==> config.mk <==
export PLATFORM = sky130hd
export DESIGN_NAME = rlnn_step_sequencer
export DESIGN_NICKNAME = d
export VERILOG_FILES = /design/src/rtl/rlnn_step_sequencer.sv
export SDC_FILE = /design/constraint.sdc
export NUM_CORES = 1
export LEC_CHECK = 0
export BUFFER_PORTS_ARGS = -buffer_cell sky130_fd_sc_hd__buf_2
export CAP_MARGIN = 20
export CORE_ASPECT_RATIO = 1.75
export CORE_MARGIN = 2
export CORE_UTILIZATION = 45
export DETAILED_ROUTE_END_ITERATION = 8
export PLACE_DENSITY = 0.73
export SLEW_MARGIN = 20
export SYNTH_ARGS = -nofsm -noshare
export SYNTH_HDL_FRONTEND = slang
export SYNTH_SLANG_ARGS = --single-unit
==> constraint.sdc <==
create_clock -name clk -period 3.2 [get_ports clk]
set_input_delay 0 -clock clk [delete_from_list [all_inputs] [get_ports clk]]
set_output_delay 0 -clock clk [all_outputs]
set_load 0.05 [all_outputs]
==> src/rtl/rlnn_step_sequencer.sv <==
// Step sequencer for the RL network wrapper: latches one sample, runs model/target forward passes and training.
// Optional macro RLNN_SEQ_TIMEOUT_EN adds a per-phase watchdog that parks the FSM in ERROR until reset.
module rlnn_step_sequencer #(
  parameter int DATA_WIDTH         = 4,
  parameter int NEURON_INPUT_LAYER = 2,
  parameter int TARGET_SYNC_PERIOD = 4,
  parameter int TIMEOUT_CYCLES     = 255,
  parameter int STEP_CNT_WIDTH     = 16
) (
  input  logic                                     clk,
  input  logic                                     rst,
  input  logic                                     sample_valid,
  output logic                                     sample_ready,
  input  logic [NEURON_INPUT_LAYER*DATA_WIDTH-1:0] sample_data,
  input  logic                                     train_mode,
  output logic [NEURON_INPUT_LAYER*DATA_WIDTH-1:0] nn_input,
  output logic                                     input_enable,
  output logic                                     use_target,
  output logic                                     is_training,
  input  logic                                     model_fwd_done,
  input  logic                                     target_fwd_done,
  input  logic                                     training_done,
  output logic                                     target_sync,
  output logic                                     step_done,
  output logic                                     busy,
  output logic [STEP_CNT_WIDTH-1:0]                step_count,
  output logic                                     error
);

  localparam int VEC_W = NEURON_INPUT_LAYER * DATA_WIDTH;

  typedef enum logic [2:0] {
    S_IDLE, S_MODEL_FWD, S_TARGET_FWD, S_TRAIN, S_SYNC, S_FINISH, S_ERROR
  } state_t;

  state_t                    r_state;
  state_t                    w_next;
  logic                      r_mode;
  logic [VEC_W-1:0]          r_nn_input;
  logic [STEP_CNT_WIDTH-1:0] r_step_count;
  logic [6:0]                r_ctrl;
  logic [STEP_CNT_WIDTH-1:0] w_cnt_inc;
  logic                      w_sync_due;
  logic                      w_timeout;

  // Control word order: {sample_ready, input_enable, use_target, is_training, target_sync, step_done, busy}
  function automatic logic [6:0] ctrl_of(input state_t s);
    case (s)
      S_IDLE:       ctrl_of = 7'b1000000;
      S_MODEL_FWD:  ctrl_of = 7'b0100001;
      S_TARGET_FWD: ctrl_of = 7'b0110001;
      S_TRAIN:      ctrl_of = 7'b0001001;
      S_SYNC:       ctrl_of = 7'b0000101;
      S_FINISH:     ctrl_of = 7'b0000011;
      default:      ctrl_of = 7'b0000001;
    endcase
  endfunction

  assign w_cnt_inc  = r_step_count + STEP_CNT_WIDTH'(1);
  assign w_sync_due = (w_cnt_inc % STEP_CNT_WIDTH'(TARGET_SYNC_PERIOD)) == '0;

`ifdef RLNN_SEQ_TIMEOUT_EN
  localparam int TO_W = $clog2(TIMEOUT_CYCLES + 1);

  logic [TO_W-1:0] r_wait;
  logic            r_error;

  // Timeout fires on the last permitted wait cycle; a matching done in that cycle takes priority.
  assign w_timeout = (r_wait == TO_W'(TIMEOUT_CYCLES - 1));
  assign error     = r_error;

  always_ff @(posedge clk) begin
    if (rst) begin
      r_wait  <= '0;
      r_error <= 1'b0;
    end else begin
      if (w_next != r_state)
        r_wait <= '0;
      else if (r_state == S_MODEL_FWD || r_state == S_TARGET_FWD || r_state == S_TRAIN)
        r_wait <= r_wait + TO_W'(1);
      if (w_next == S_ERROR)
        r_error <= 1'b1;
    end
  end
`else
  assign w_timeout = 1'b0;
  // Constant 0 for any legal TIMEOUT_CYCLES; ERROR is unreachable in this build.
  assign error     = (TIMEOUT_CYCLES < 1);
`endif

  always_comb begin
    w_next = r_state;
    case (r_state)
      S_IDLE:       if (sample_valid) w_next = S_MODEL_FWD;
      S_MODEL_FWD:  if (model_fwd_done) w_next = r_mode ? S_TARGET_FWD : S_FINISH;
                    else if (w_timeout) w_next = S_ERROR;
      S_TARGET_FWD: if (target_fwd_done) w_next = S_TRAIN;
                    else if (w_timeout) w_next = S_ERROR;
      S_TRAIN:      if (training_done) w_next = w_sync_due ? S_SYNC : S_FINISH;
                    else if (w_timeout) w_next = S_ERROR;
      S_SYNC:       w_next = S_FINISH;
      S_FINISH:     w_next = S_IDLE;
      default:      w_next = S_ERROR;
    endcase
  end

  always_ff @(posedge clk) begin
    if (rst) begin
      r_state      <= S_IDLE;
      r_mode       <= 1'b0;
      r_nn_input   <= '0;
      r_step_count <= '0;
      r_ctrl       <= ctrl_of(S_IDLE);
    end else begin
      r_state <= w_next;
      r_ctrl  <= ctrl_of(w_next);
      if (r_state == S_IDLE && sample_valid) begin
        r_nn_input <= sample_data;
        r_mode     <= train_mode;
      end
      if (r_state == S_TRAIN && training_done)
        r_step_count <= w_cnt_inc;
    end
  end

  assign {sample_ready, input_enable, use_target, is_training, target_sync, step_done, busy} = r_ctrl;
  assign nn_input   = r_nn_input;
  assign step_count = r_step_count;

endmodule

# Word-level counts from Yosys, hierarchy flattened
# Index checks and enable logic that the tools add are counted.
[classes] n_addsub=1 n_eq_ne=10 n_mux=8 reduce_logical=5
[op_table] cell="$pmux 7 s6" count=1
[op_table] cell="$pmux 3 s6" count=1
[op_table] cell="$add 16x1->16 const B" count=1
[op_table] cell="$logic_not 16->1" count=1
[op_table] cell="$mux 3" count=5
[op_table] cell="$eq 3x2->1 const B" count=4
[op_table] cell="$eq 3x3->1 const B" count=4
[op_table] cell="$eq 3x1->1 const B" count=2
[op_table] cell="$logic_not 3->1" count=2
[op_table] cell="$logic_and 1x1->1" count=2
[op_table] cell="$mux 1" count=1
[totals] reg_bits=35 input_bits=15 out_inout_bits=32 wordCells=29

# Longest topological paths before layout
[logic_depth] ltp_word=7 ltp_mapped=7 ltp_nobuf=6

# Worst setup path before layout
# No wires, ideal clock.
[synth_timing] kind="flip-flop to flip-flop" from="reg r_step_count[3], in the netlist step_count[3]" to="reg r_step_count[15], in the netlist step_count[15]" setup_ns=0.070 arrival_ns=2.034 required_ns=3.130 slack_ns=1.096 path_stages_with_launch=6 path_buffers=0 period_less_slack_ns=2.104 cell_sequence="dfxtp_1 nand4_1 nor3_1 nand4_4 or3_1 a21oi_1"
[synth_via] elab_chain_cells=1
[synth_lines] item="from (decl)" line="40" rtl="logic [STEP_CNT_WIDTH-1:0] r_step_count;"
[synth_lines] item="from (signal assigned)" line="122" rtl="r_step_count <= w_cnt_inc;"
[synth_lines] item="$add 16x1->16" line="59" rtl="assign w_cnt_inc = r_step_count + STEP_CNT_WIDTH'(1);"
# No other way between the ends.
# A chain may end at the register's enable or synchronous reset.

# Worst setup path in the final report
[layout_timing] from="reg r_state[1]" to="reg r_step_count[15], in the netlist step_count[15]"
[layout_via] elab_chain_cells=2
[layout_lines] item="from (decl)" line="36" rtl="state_t r_state;"
[layout_lines] item="from (signal assigned)" line="115" rtl="r_state <= w_next;"
[layout_lines] item="$eq 3x2->1" line="121" rtl="if (r_state == S_TRAIN && training_done)"
[layout_lines] item="$logic_and 1x1->1" line="121"
# No other way between the ends.

==> metrics.sh <==
DRC=0
CRITICAL_PATH_ARRIVAL_NS=2.16
GRT_PASS1_WL_MM=5.26
DRT_PASS1_ITERATIONS=4
CTS_HOLD_REPAIR.BUFFERS=9
CRITICAL_PATH.SLOWEST_CELL='sky130_fd_sc_hd__dfxtp_1'
FINAL-HOLD-VIOLATION-COUNT=0
IO_BUFFER_COUNT=45
DESIGN.PORTCOUNT=47
FLOORPLAN.ROWS=26
POWER_PER_CELL_AREA_mW_PER_MM2=501
CTS_ROOT_BUF='sky130_fd_sc_hd__clkbuf_8'
FFS_LATCHES_SYNTH=35
WORSTSETUPPATHTYPE='reg -> reg'
WORST_SKEW_PAIR.LATE_LATENCY_NS=0.29
TIMING.CRITICAL_PATH.CELLS='and4b_1, and4_1, nand4_4, or3_1, a21oi_1'
CP_MAX_FO=7
FINALCRITICALPERIOD_NS=1.95
SYNTHESIS.YOSYS.WARNINGS=0
CTS_TREE='built'
AREA_GROWTH_SYN_TO_LAYOUT_PCT=28.2
VIA_PER_INST=4.99
HPWL_DETAILED_MM=2.25
CTS.REPAIR_TIMING.SETUP_BUFFER_COUNT=0
SETUP_TOTAL_NEGATIVE_SLACK_NS=0
MAPPEDNETLISTAREA_SQ_MM=0.00140
R2R_SETUP_SLACK_NS=1.25
IR_WORST_VDD_mV=0.318
GRT_PASS1_VIAS=1278
ACHIEVABLE-FREQUENCY_MHz=514
DESIGN.FINAL.NETS=230
CLOCK-SINKS=35
ANT_NETS=0
SYNTH_CELL_TYPES=30
TIGHTESTPINTRANSITION_NS=0.573
NFILLCELLS=273
WHS_NS=0.176
NUMCTSBUFFERS=5
GRT_MAX_DEGREE=32
CRITPATHBUFINV=0
DIE_EXTENT_IN_Y_UM=77.8
TIMING.HOLD.WORST_ENDPOINT='step_count[2]'
POSTCTSRESIZEDCELLS=0
SLOWEST_DELAY_NS=0.43
SYNTHCELLS=160
SYN_AREA_PER_CELL_SQ_UM=8.76
NUM_VIAS=1267
RSZ0062_AT_GRT='false'
INITIAL_UTILIZATION_PCT=47.3
CLK_PIN_SLEW_NS=0.06
GLOBAL_ROUTE.USAGE.TOTAL_PCT=20.0
R2R_PATH_END='step_count[15]'
NUM_ANTENNA_CELLS=0
CRIT_PATH_START_KIND='flop'
GRT_ANTENNA_BEFORE_REPAIR=0
CRITICAL_PATH_REQUIRED_NS=3.42
SYNTH_SEQUENTIAL_AREA_RATIO_PCT=50.0
RUN_STATUS='finished clean'
HOLD_CLASS='in -> reg'
SETUP_VIOLATIONS=0
DRT_WL_CELL_UM=12.6
H-TREE-DEPTH=2
STATIC-LEAKAGE-POWER_uW=0.000839
FIRST_ITER_VIOLATIONS=45
CRIT-REG2REG-LAUNCH='r_state[1]'
LAYOUT-DRIVE-GT1-SHARE_PCT=25.0
SYN-NUM-NETS=177
MAX-SLEW-MARGIN-REL_PCT=61.5
MIN_FROM='rst'
CORE_AREA_SQ_MM=0.00296
WL_MM=3.21
GPL.FINAL_WEIGHTED_CONGESTION=0.759
CTS-ROOT-TO-SINK-BUFFERS=2
DIE_AREA_SQ_MM=0.00359
FF2FF_PATH_DEPTH=5
FINAL_MAX_SLEW_VIOL_COUNT=0
PATH_DELAY_FAMILY='simple AND/OR/NAND/NOR gates'
DIEWIDTH_UM=46.2
TIMING.MAX_CAP.VIOLATIONS=0
TIMING.HOLD.WORST_PATH_DEPTH=2
GRT_REMAINING_OVERFLOW=0
CLOCK_SKEW_NS=0.00736
FINAL_MIN_PERIOD_OVER_CLOCK_PERIOD_PCT=60.8
CRITPATHCAPTURETYPE='flop'
worst max path at each step:
stage	start	end	slack, ns	cells past startpoint
floorplan	step_count[3]	step_count[15]	1.10	5
global placement	r_state[1]	step_count[15]	1.40	5
detailed placement	r_state[1]	step_count[15]	1.29	5
CTS	r_state[1]	step_count[15]	1.28	5
global route	r_state[1]	step_count[15]	1.15	5
finish	r_state[1]	step_count[15]	1.25	5
power by group:
group | internal (uW) | switching, uW | leakage, uW
registers | 455 | 9.57 | 0.000285
clock network | 145 | 142 | 0.0000371
logic | 43.7 | 105 | 0.000518
total | 644 | 256 | 0.000839
cell usage in the layout (no fill, tap or decap), drive strengths merged, types with 4 or more instances in the layout:
cell / instances
inv: 7
a21oi: 10
nand2: 26
nand4: 4
xnor2: 4
xor2: 11
dfxtp: 35
clkbuf: 6
nor2: 22
and3: 4
nand3: 6
buf: 45
dlygate4sd3: 9
cells in the mapped netlist:
cell                         n  area share, %
sky130_fd_sc_hd__or3b_2      1           0.63
sky130_fd_sc_hd__clkbuf_1    5            1.3
sky130_fd_sc_hd__and4_1      1           0.63
sky130_fd_sc_hd__a31oi_1     2           0.89
sky130_fd_sc_hd__mux2i_1     1           0.71
sky130_fd_sc_hd__o21ba_2     1           0.71
sky130_fd_sc_hd__inv_1       7            1.9
sky130_fd_sc_hd__dfxtp_1    35             50
sky130_fd_sc_hd__o21bai_1    1           0.54
sky130_fd_sc_hd__nand3_1     6            2.1
sky130_fd_sc_hd__a21oi_1    10            3.6
sky130_fd_sc_hd__nor3_1      3            1.1
sky130_fd_sc_hd__o2111ai_1   1           0.63
sky130_fd_sc_hd__xnor2_1     4            2.5
sky130_fd_sc_hd__buf_6       1           0.80
sky130_fd_sc_hd__nand4_1     3            1.3
sky130_fd_sc_hd__nor2_1     22            5.9
sky130_fd_sc_hd__nand4_4     1            1.5
sky130_fd_sc_hd__conb_1      1           0.27
sky130_fd_sc_hd__o21a_1      2            1.1
sky130_fd_sc_hd__and4b_1     1           0.71
sky130_fd_sc_hd__and2_1      2           0.89
sky130_fd_sc_hd__xor2_1     11            6.9
sky130_fd_sc_hd__nand2_1    26            7.0
sky130_fd_sc_hd__a32oi_1     1           0.63
sky130_fd_sc_hd__or3_1       1           0.45
sky130_fd_sc_hd__and3_1      4            1.8
sky130_fd_sc_hd__o21ai_0     2           0.71
sky130_fd_sc_hd__buf_4       2            1.1
sky130_fd_sc_hd__ha_1        2            1.8
metrics by stage:
stage	setup WS, ns	total power (uW)	cells	cell area, sq um	utilization, %
after CTS	1.28	908	254	1800	60.7
after global placement	1.40	608	239	1630	55.2
after global routing	1.15	942	254	1800	60.7
after floorplan	1.10	580	160	1400	-
final	1.25	900	254	1800	60.7
after detailed placement	1.29	614	239	1630	55.2
worst register-to-register path, stage by stage (launching register included):
cell and delay, ns:
sky130_fd_sc_hd__dfxtp_1 0.43, sky130_fd_sc_hd__and4b_1 0.37, sky130_fd_sc_hd__and4_1 0.41, sky130_fd_sc_hd__nand4_4 0.14, sky130_fd_sc_hd__or3_1 0.38, sky130_fd_sc_hd__a21oi_1 0.14
cell families (layout without fill, tap and decap cells):
| logic type | after synthesis | in the layout | share of synthesized area, % |
|---|---|---|---|
| adder cells (fa/ha/maj) | 2 | 2 | 1.79 |
| AND/OR/NAND/NOR | 71 | 71 | 24.0 |
| flip-flops | 35 | 35 | 50.0 |
| buffers and inverters | 15 | 67 | 5.09 |
| XOR/XNOR | 15 | 15 | 9.37 |
| multiplexers | 1 | 1 | 0.714 |
| AO/OA/AOI/OAI | 20 | 20 | 8.75 |
| other | 1 | 1 | 0.268 |
layer usage:
layer  global-route usage (%)  part of all wire [%]  vias up
li1                         -                     -      625
met1                     18.4                    38      597
met2                     35.4                    54       40
met3                     7.21                   6.3        5
met4                     10.3                   1.8        0
met5                        0                     0        -
flip-flops by register name, summed over array words and instances (netlist names):
register	count
r_mode	1
step_count	16
nn_input	8
r_ctrl	7
r_state	3
final cells by class:
cell class	instances	area, sq um	share of cell area [%]
multi-input combinational	110	629	35.0
sequential	35	701	39.0
clock buffer	6	72.6	4.04
timing repair buffer	54	315	17.5
tap	42	52.6	2.92
inverter	7	26.3	1.46
Note: power is estimated with default switching activity, not from simulation.
